$ cat config.mk
export PLATFORM = sky130hd
export DESIGN_NAME = uart_frame_parser
export DESIGN_NICKNAME = d
export VERILOG_FILES = /design/src/rtl/uart_frame_pkg.sv /design/src/rtl/uart_frame_buf.sv /design/src/rtl/uart_frame_parser.sv
export SDC_FILE = /design/constraint.sdc
export NUM_CORES = 1
export LEC_CHECK = 0
export CAP_MARGIN = 20
export CORE_MARGIN = 4
export CORE_UTILIZATION = 53
export DETAILED_ROUTE_END_ITERATION = 8
export GPL_ROUTABILITY_DRIVEN = 0
export PLACE_DENSITY = 0.77
export SLEW_MARGIN = 20
export SYNTH_ARGS = -nofsm -noshare
export SYNTH_HDL_FRONTEND = slang
export SYNTH_SLANG_ARGS = --single-unit
$ cat constraint.sdc
create_clock -name clk -period 2.4 [get_ports clk]
set_input_delay 0.72 -clock clk [delete_from_list [all_inputs] [get_ports clk]]
set_output_delay 0.72 -clock clk [all_outputs]
set_load 0.01 [all_outputs]
$ cat src/rtl/uart_frame_pkg.sv
// Shared types and constants for the UART frame parser.
package uart_frame_pkg;

    localparam int          BYTE_W           = 8;
    localparam logic [7:0]  DEFAULT_SYNC_BYTE = 8'hA5;

    // Cause codes reported on err_code.
    localparam logic [1:0]  ERR_CHK = 2'b01;
    localparam logic [1:0]  ERR_LEN = 2'b10;
    localparam logic [1:0]  ERR_TMO = 2'b11;

    typedef enum logic [2:0] {
        S_IDLE,
        S_ADDR,
        S_LEN,
        S_DATA,
        S_CHK,
        S_EMIT
    } state_t;

endpackage

$ cat src/rtl/uart_frame_buf.sv
// Payload byte store: one write port, one combinational read port.
module uart_frame_buf
    import uart_frame_pkg::*;
#(
    parameter int DEPTH = 16,
    parameter int AW    = 4
) (
    input  logic              clk,
    input  logic              we,
    input  logic [AW-1:0]     waddr,
    input  logic [BYTE_W-1:0] wdata,
    input  logic [AW-1:0]     raddr,
    output logic [BYTE_W-1:0] rdata
);

    logic [BYTE_W-1:0] mem [DEPTH];

    // Write one payload byte per strobe.
    // NOTE: the array has no reset; every entry is written before it is read, and a reset would turn cheap RAM-like storage into a wide reset tree.
    always_ff @(posedge clk) begin
        if (we) begin
            mem[waddr] <= wdata;
        end
    end

    assign rdata = mem[raddr];

endmodule

$ cat src/rtl/uart_frame_parser.sv
// Parses SYNC/ADDR/LEN/payload/CHK frames from a byte stream and replays
// the payload of good frames on a valid/ready stream.
module uart_frame_parser
    import uart_frame_pkg::*;
#(
    parameter logic [7:0] SYNC_BYTE = DEFAULT_SYNC_BYTE,
    parameter int         MAX_LEN   = 16,
    parameter int         TIMEOUT   = 2000
) (
    input  logic       clk,
    input  logic       rst_n,
    input  logic [7:0] rx_data,
    input  logic       rx_data_clk,
    output logic       m_valid,
    input  logic       m_ready,
    output logic [7:0] m_data,
    output logic       m_last,
    output logic [7:0] frame_addr,
    output logic       frame_ok,
    output logic       frame_err,
    output logic [1:0] err_code,
    output logic       overrun
);

    localparam int         IW        = (MAX_LEN > 1) ? $clog2(MAX_LEN) : 1;
    localparam int         TW        = $clog2(TIMEOUT + 1);
    localparam logic [7:0] MAX_LEN_B = 8'(MAX_LEN);
    localparam logic [TW-1:0] TMO_LAST = TW'(TIMEOUT - 1);

    state_t        state, state_nxt;
    logic          rx_clk_q;
    logic          strobe;
    logic          in_frame;
    logic          tmo_hit;
    logic          xfer;
    logic [7:0]    addr_q, len_q, idx_q, sum_q;
    logic [TW-1:0] tmo_cnt;
    logic          ok_set, err_set, ovr_set;
    logic [1:0]    err_cause;
    logic          buf_we;
    logic [IW-1:0] rd_addr;
    logic [7:0]    rd_data;

    assign strobe   = rx_data_clk & ~rx_clk_q;
    assign in_frame = (state == S_ADDR) || (state == S_LEN) ||
                      (state == S_DATA) || (state == S_CHK);
    assign tmo_hit  = in_frame && !strobe && (tmo_cnt == TMO_LAST);
    assign xfer     = m_valid & m_ready;
    assign buf_we   = strobe && (state == S_DATA);
    // During EMIT idx_q points at the next byte to present; at the CHK strobe byte 0 is preloaded.
    assign rd_addr  = (state == S_EMIT) ? idx_q[IW-1:0] : '0;

    uart_frame_buf #(
        .DEPTH (MAX_LEN),
        .AW    (IW)
    ) u_buf (
        .clk   (clk),
        .we    (buf_we),
        .waddr (idx_q[IW-1:0]),
        .wdata (rx_data),
        .raddr (rd_addr),
        .rdata (rd_data)
    );

    // State register.
    // NOTE: sequential state uses non-blocking assignments so every register samples pre-edge values, independent of block ordering.
    always_ff @(posedge clk or negedge rst_n) begin
        if (!rst_n) begin
            state <= S_IDLE;
        end else begin
            state <= state_nxt;
        end
    end

    // Next-state decode and one-cycle event requests.
    // NOTE: every output of this block gets a default first so no path leaves a value unassigned, which would infer a latch.
    always_comb begin
        state_nxt = state;
        ok_set    = 1'b0;
        err_set   = 1'b0;
        ovr_set   = 1'b0;
        err_cause = ERR_CHK;
        if (tmo_hit) begin
            err_set   = 1'b1;
            err_cause = ERR_TMO;
            state_nxt = S_IDLE;
        end else begin
            case (state)
                S_IDLE: begin
                    if (strobe && rx_data == SYNC_BYTE) state_nxt = S_ADDR;
                end
                S_ADDR: begin
                    if (strobe) state_nxt = S_LEN;
                end
                S_LEN: begin
                    if (strobe) begin
                        if (rx_data > MAX_LEN_B) begin
                            err_set   = 1'b1;
                            err_cause = ERR_LEN;
                            state_nxt = S_IDLE;
                        end else if (rx_data == 8'd0) begin
                            state_nxt = S_CHK;
                        end else begin
                            state_nxt = S_DATA;
                        end
                    end
                end
                S_DATA: begin
                    if (strobe && idx_q == len_q - 8'd1) state_nxt = S_CHK;
                end
                S_CHK: begin
                    if (strobe) begin
                        if (rx_data == sum_q) begin
                            ok_set    = 1'b1;
                            state_nxt = (len_q == 8'd0) ? S_IDLE : S_EMIT;
                        end else begin
                            err_set   = 1'b1;
                            err_cause = ERR_CHK;
                            state_nxt = S_IDLE;
                        end
                    end
                end
                S_EMIT: begin
                    if (strobe) ovr_set = 1'b1;
                    if (xfer && m_last) state_nxt = S_IDLE;
                end
                default: state_nxt = S_IDLE;
            endcase
        end
    end

    // Datapath: strobe edge detect, field capture, running sum, timeout counter, output stream and status pulses.
    always_ff @(posedge clk or negedge rst_n) begin
        if (!rst_n) begin
            rx_clk_q   <= 1'b1;
            addr_q     <= '0;
            len_q      <= '0;
            idx_q      <= '0;
            sum_q      <= '0;
            tmo_cnt    <= '0;
            m_valid    <= 1'b0;
            m_last     <= 1'b0;
            m_data     <= '0;
            frame_addr <= '0;
            err_code   <= '0;
            frame_ok   <= 1'b0;
            frame_err  <= 1'b0;
            overrun    <= 1'b0;
        end else begin
            rx_clk_q  <= rx_data_clk;
            frame_ok  <= ok_set;
            frame_err <= err_set;
            overrun   <= ovr_set;
            if (err_set) err_code <= err_cause;

            if (in_frame && !strobe) tmo_cnt <= tmo_cnt + 1'b1;
            else                     tmo_cnt <= '0;

            if (strobe) begin
                case (state)
                    S_ADDR: begin
                        addr_q <= rx_data;
                        sum_q  <= rx_data;
                    end
                    S_LEN: begin
                        len_q <= rx_data;
                        sum_q <= sum_q + rx_data;
                        idx_q <= '0;
                    end
                    S_DATA: begin
                        sum_q <= sum_q + rx_data;
                        idx_q <= idx_q + 8'd1;
                    end
                    default: ;
                endcase
            end

            if (ok_set) begin
                frame_addr <= addr_q;
                if (len_q != 8'd0) begin
                    m_valid <= 1'b1;
                    m_data  <= rd_data;
                    m_last  <= (len_q == 8'd1);
                    idx_q   <= 8'd1;
                end
            end else if (state == S_EMIT && xfer) begin
                if (m_last) begin
                    m_valid <= 1'b0;
                    m_last  <= 1'b0;
                end else begin
                    m_data <= rd_data;
                    m_last <= (idx_q == len_q - 8'd1);
                    idx_q  <= idx_q + 8'd1;
                end
            end
        end
    end

endmodule

==> summary.md <==
| Metric | Value |
|---|---|
| Vias/cell | 5.953 |
| Final Instance Area | 0.01119 mm2 |
| CP delay by family, top | compound AO/OA/AOI/OAI gates |
| CP peak stage delay | 0.37 ns |
| Worst r2r dst | state[0] |
| Crit start category | primary input |
| CP bufs+invs | 1 |
| CTS Root Cell | clkbuf_16 |
| Die height | 138.0 um |
| Area leader, netlist | edfxtp_1 |
| Hold Path Class | primary input to async pin |
| Synth Register Bits | 198 |
| Num CTS Buffers | 17 |
| Port buffer count | 34 |
| Worst-skew pair later-pin latency | 0.43 ns |
| Initial antenna violation count | 0 |
| Final hold violation count | 0 |
| Core Region | 0.01658 mm2 |
| Slowest cell on crit path | o31ai_4 |
| Final core utilization | 0.6747 |
| Syn Nets | 753 |
| Die width | 138.0 um |
| Setup TNS | 0 ns |
| Drt first pass iters | 5 |
| Mean Syn Cell Area | 12.35 um2 |
| Bufs on Longest Clock Path | 2 |
| Synth-to-Final Area Change | 24.97% |
| Routed len/inst | 20.40 um |
| Worst-margin pin slew | 0.6186 ns |
| Maximum vdd drop | 0.0007057 V |
| Post-route ant nets | 0 |
| TritonCTS sink count | 198 |
| Post-synth top area share | 0.4293 |
| ANT cells | 0 |
| Layout Nets | 869 |
| Worst reg-to-reg path cell count | 9 |
| Cell variety after synth | 65 |
| Hold buffers post-CTS | 0 |
| Grt total ovfl | 0 |
| H-Tree Level Count | 4 |
| Crit-path cells | clkdlybuf4s15_1, ha_4, nor3_1, nand4_1, o31ai_4, nand3_4, a211oi_4, a211oi_2 |
| Setup-failing EPs final | 0 |
| Final worst-path cycle share | 0.9999 |
| Largest net degree at the start of global routing | 57 |
| Total power draw | 9.829 mW |
| Finished Layout Cells | 1074 |
| Starting Density | 0.5399 |
| First-pass GRT wire length | 34730 um |
| Top cells by area, synth | edfxtp_1, dfrtp_1, nor2_1, mux4_2, nand2_1 |
| Routed WL | 21910 um |
| Reg-to-reg setup timing slack | 0.08 ns |
| Status | completed |
| Commonest cells in the netlist | edfxtp_1, nor2_1, dfrtp_1 |
| Count leader, synth | edfxtp_1 |
| Die area | 0.01904 mm2 |
| # rows | 47 |
| Clock Skews | 0.01064 ns |
| Placed Cells | 1032 |
| Pwr per Cell Area | 878.4 mW/mm2 |
| Via count | 6394 |
| Type of the worst setup path | primary input to register |
| Crit. End Element | register |
| CP required | 2.72 ns |
| FMAX | 0.4167 GHz |
| Crit-path max FO | 8 |
| Post-synthesis cell count | 725 |
| Top-level I/O count | 35 |
| Clk slew on worst S/H paths | 0.07 ns |
| Synth Warn # | 0 |
| HPWL after DPL | 14600 um |
| Min Tclk post-route | 2.400 ns |
| P_leak | 4.354 nW |
| CP arrival | 2.72 ns |
| Ys flop type | edfxtp_1 |
| Synthesized area | 0.008954 mm2 |
| Post-synth ARST share | 0.3535 |
| Slew headroom | 0.5876 |
| Post-synthesis sequential area ratio | 0.6251 |
| Total of max-cap violations | 0 |
| DRC Markers | 0 |
| CTS tree | done |
| Total track usage | 0.2440 |
| Layout cells sized above 1 | 0.2213 |
| Post-Place Cell Area | 0.01039 mm2 |
| Iter 0 DRT Violations | 609 |
| Vias in the first global route | 6530 |
| Critical R2R Launch | len_q[0] |
| Number of synthesized flops with an enable pin | 128 |
| Fin. max-slew vios | 0 |
-- worst register-to-register path, delay by kind of cell (launching register included) --
family | cells | cell delay [ns]
flip-flops | 1 | 0.45
adder cells (fa/ha/maj) | 1 | 0.26
AND/OR/NAND/NOR | 2 | 0.24
buffers and inverters | 1 | 0.11
multiplexers | 1 | 0.20
AO/OA/AOI/OAI | 3 | 0.73
XOR/XNOR | 1 | 0.21
-- per-stage QoR --
| stage | hold slack [ns] | setup slack, ns |
|---|---|---|
| after floorplan | 0.4244 | -0.09374 |
| after global placement | 0.4557 | -0.7359 |
| after detailed placement | 0.4705 | -0.8647 |
| after CTS | 0.2981 | 0.001795 |
| after global routing | 0.3168 | -0.04298 |
| final | 0.2882 | 0.0002061 |
-- area by class of cell --
type / count / area (um2)
Clock buffer: 21 / 440.4
Clock inverter: 11 / 166.4
Inverter: 9 / 33.78
Sequential cell: 198 / 5598
Timing Repair Buffer: 130 / 1280
Tap cell: 220 / 275.3
Fill cell: 1145 / 5394
Multi-Input combinational cell: 485 / 3396
-- routing by layer --
| metal | routed length (um) | vias up | track usage |
|---|---|---|---|
| li1 | - | 2887 | - |
| met1 | 8716 | 3184 | 0.3124 |
| met2 | 10980 | 274 | 0.4084 |
| met3 | 1537 | 49 | 0.05406 |
| met4 | 679 | 0 | 0.09385 |
| met5 | 0 | - | 0 |
-- worst max-delay path by stage --
stage	depth (start not counted)	endpoint	slack (ns)	startpoint
6_report	8	m_data[2]	0.0002	rx_data[3]
3_5_place_dp	8	m_data[6]	-0.86	rx_data[6]
5_1_grt	9	state[0]	-0.04	len_q[0]
2_1_floorplan	7	m_data[0]	-0.09	rx_data[0]
4_1_cts	8	m_data[2]	0.002	rx_data[2]
3_3_place_gp	7	frame_addr[2]	-0.74	rx_data[6]
-- flip-flops by register name, indices dropped and copies added (netlist names), 2 cells and up --
| name | flops |
|---|---|
| u_buf.mem | 128 |
| tmo_cnt | 11 |
| addr_q | 8 |
| frame_addr | 8 |
| idx_q | 8 |
| len_q | 8 |
| m_data | 8 |
| sum_q | 8 |
| state | 3 |
| err_code | 2 |
-- layout by cell type (no fill, tap or decap), types with 17 or more instances in the layout --
| cell type | n |
|---|---|
| nand2_1 | 62 |
| dfrtp_1 | 68 |
| clkdlybuf4s50_1 | 25 |
| nand3_1 | 17 |
| clkbuf_16 | 17 |
| o21ai_0 | 22 |
| nor2_1 | 112 |
| and2_1 | 19 |
| buf_12 | 18 |
| edfxtp_1 | 128 |
| a21oi_1 | 45 |
| buf_4 | 75 |
-- report_power, final --
part | total, mW | internal, mW | switching, mW
clock | 2.95 | 1.67 | 1.28
sequential | 4.25 | 3.92 | 0.326
combinational | 2.64 | 1.23 | 1.41
total | 9.83 | 6.82 | 3.01
-- cells by family after synthesis --
family	after synthesis	share of synthesized area
XOR/XNOR	25	0.02446
AO/OA/AOI/OAI	127	0.09056
adder cells (fa/ha/maj)	16	0.02320
AND/OR/NAND/NOR	276	0.1476
flip-flops	198	0.6251
multiplexers	41	0.07015
buffers and inverters	42	0.01900
-- timing repair --
| item | in CTS | in global routing |
|---|---|---|
| setup buffers | 6 | 3 |
| gates resized for setup | 24 | 20 |
| endpoints found under the setup margin | 35 | 28 |
| pin swaps | 11 | 14 |
| gates cloned | 1 | 0 |
No activity file was read; power rests on OpenSTA's default activity.
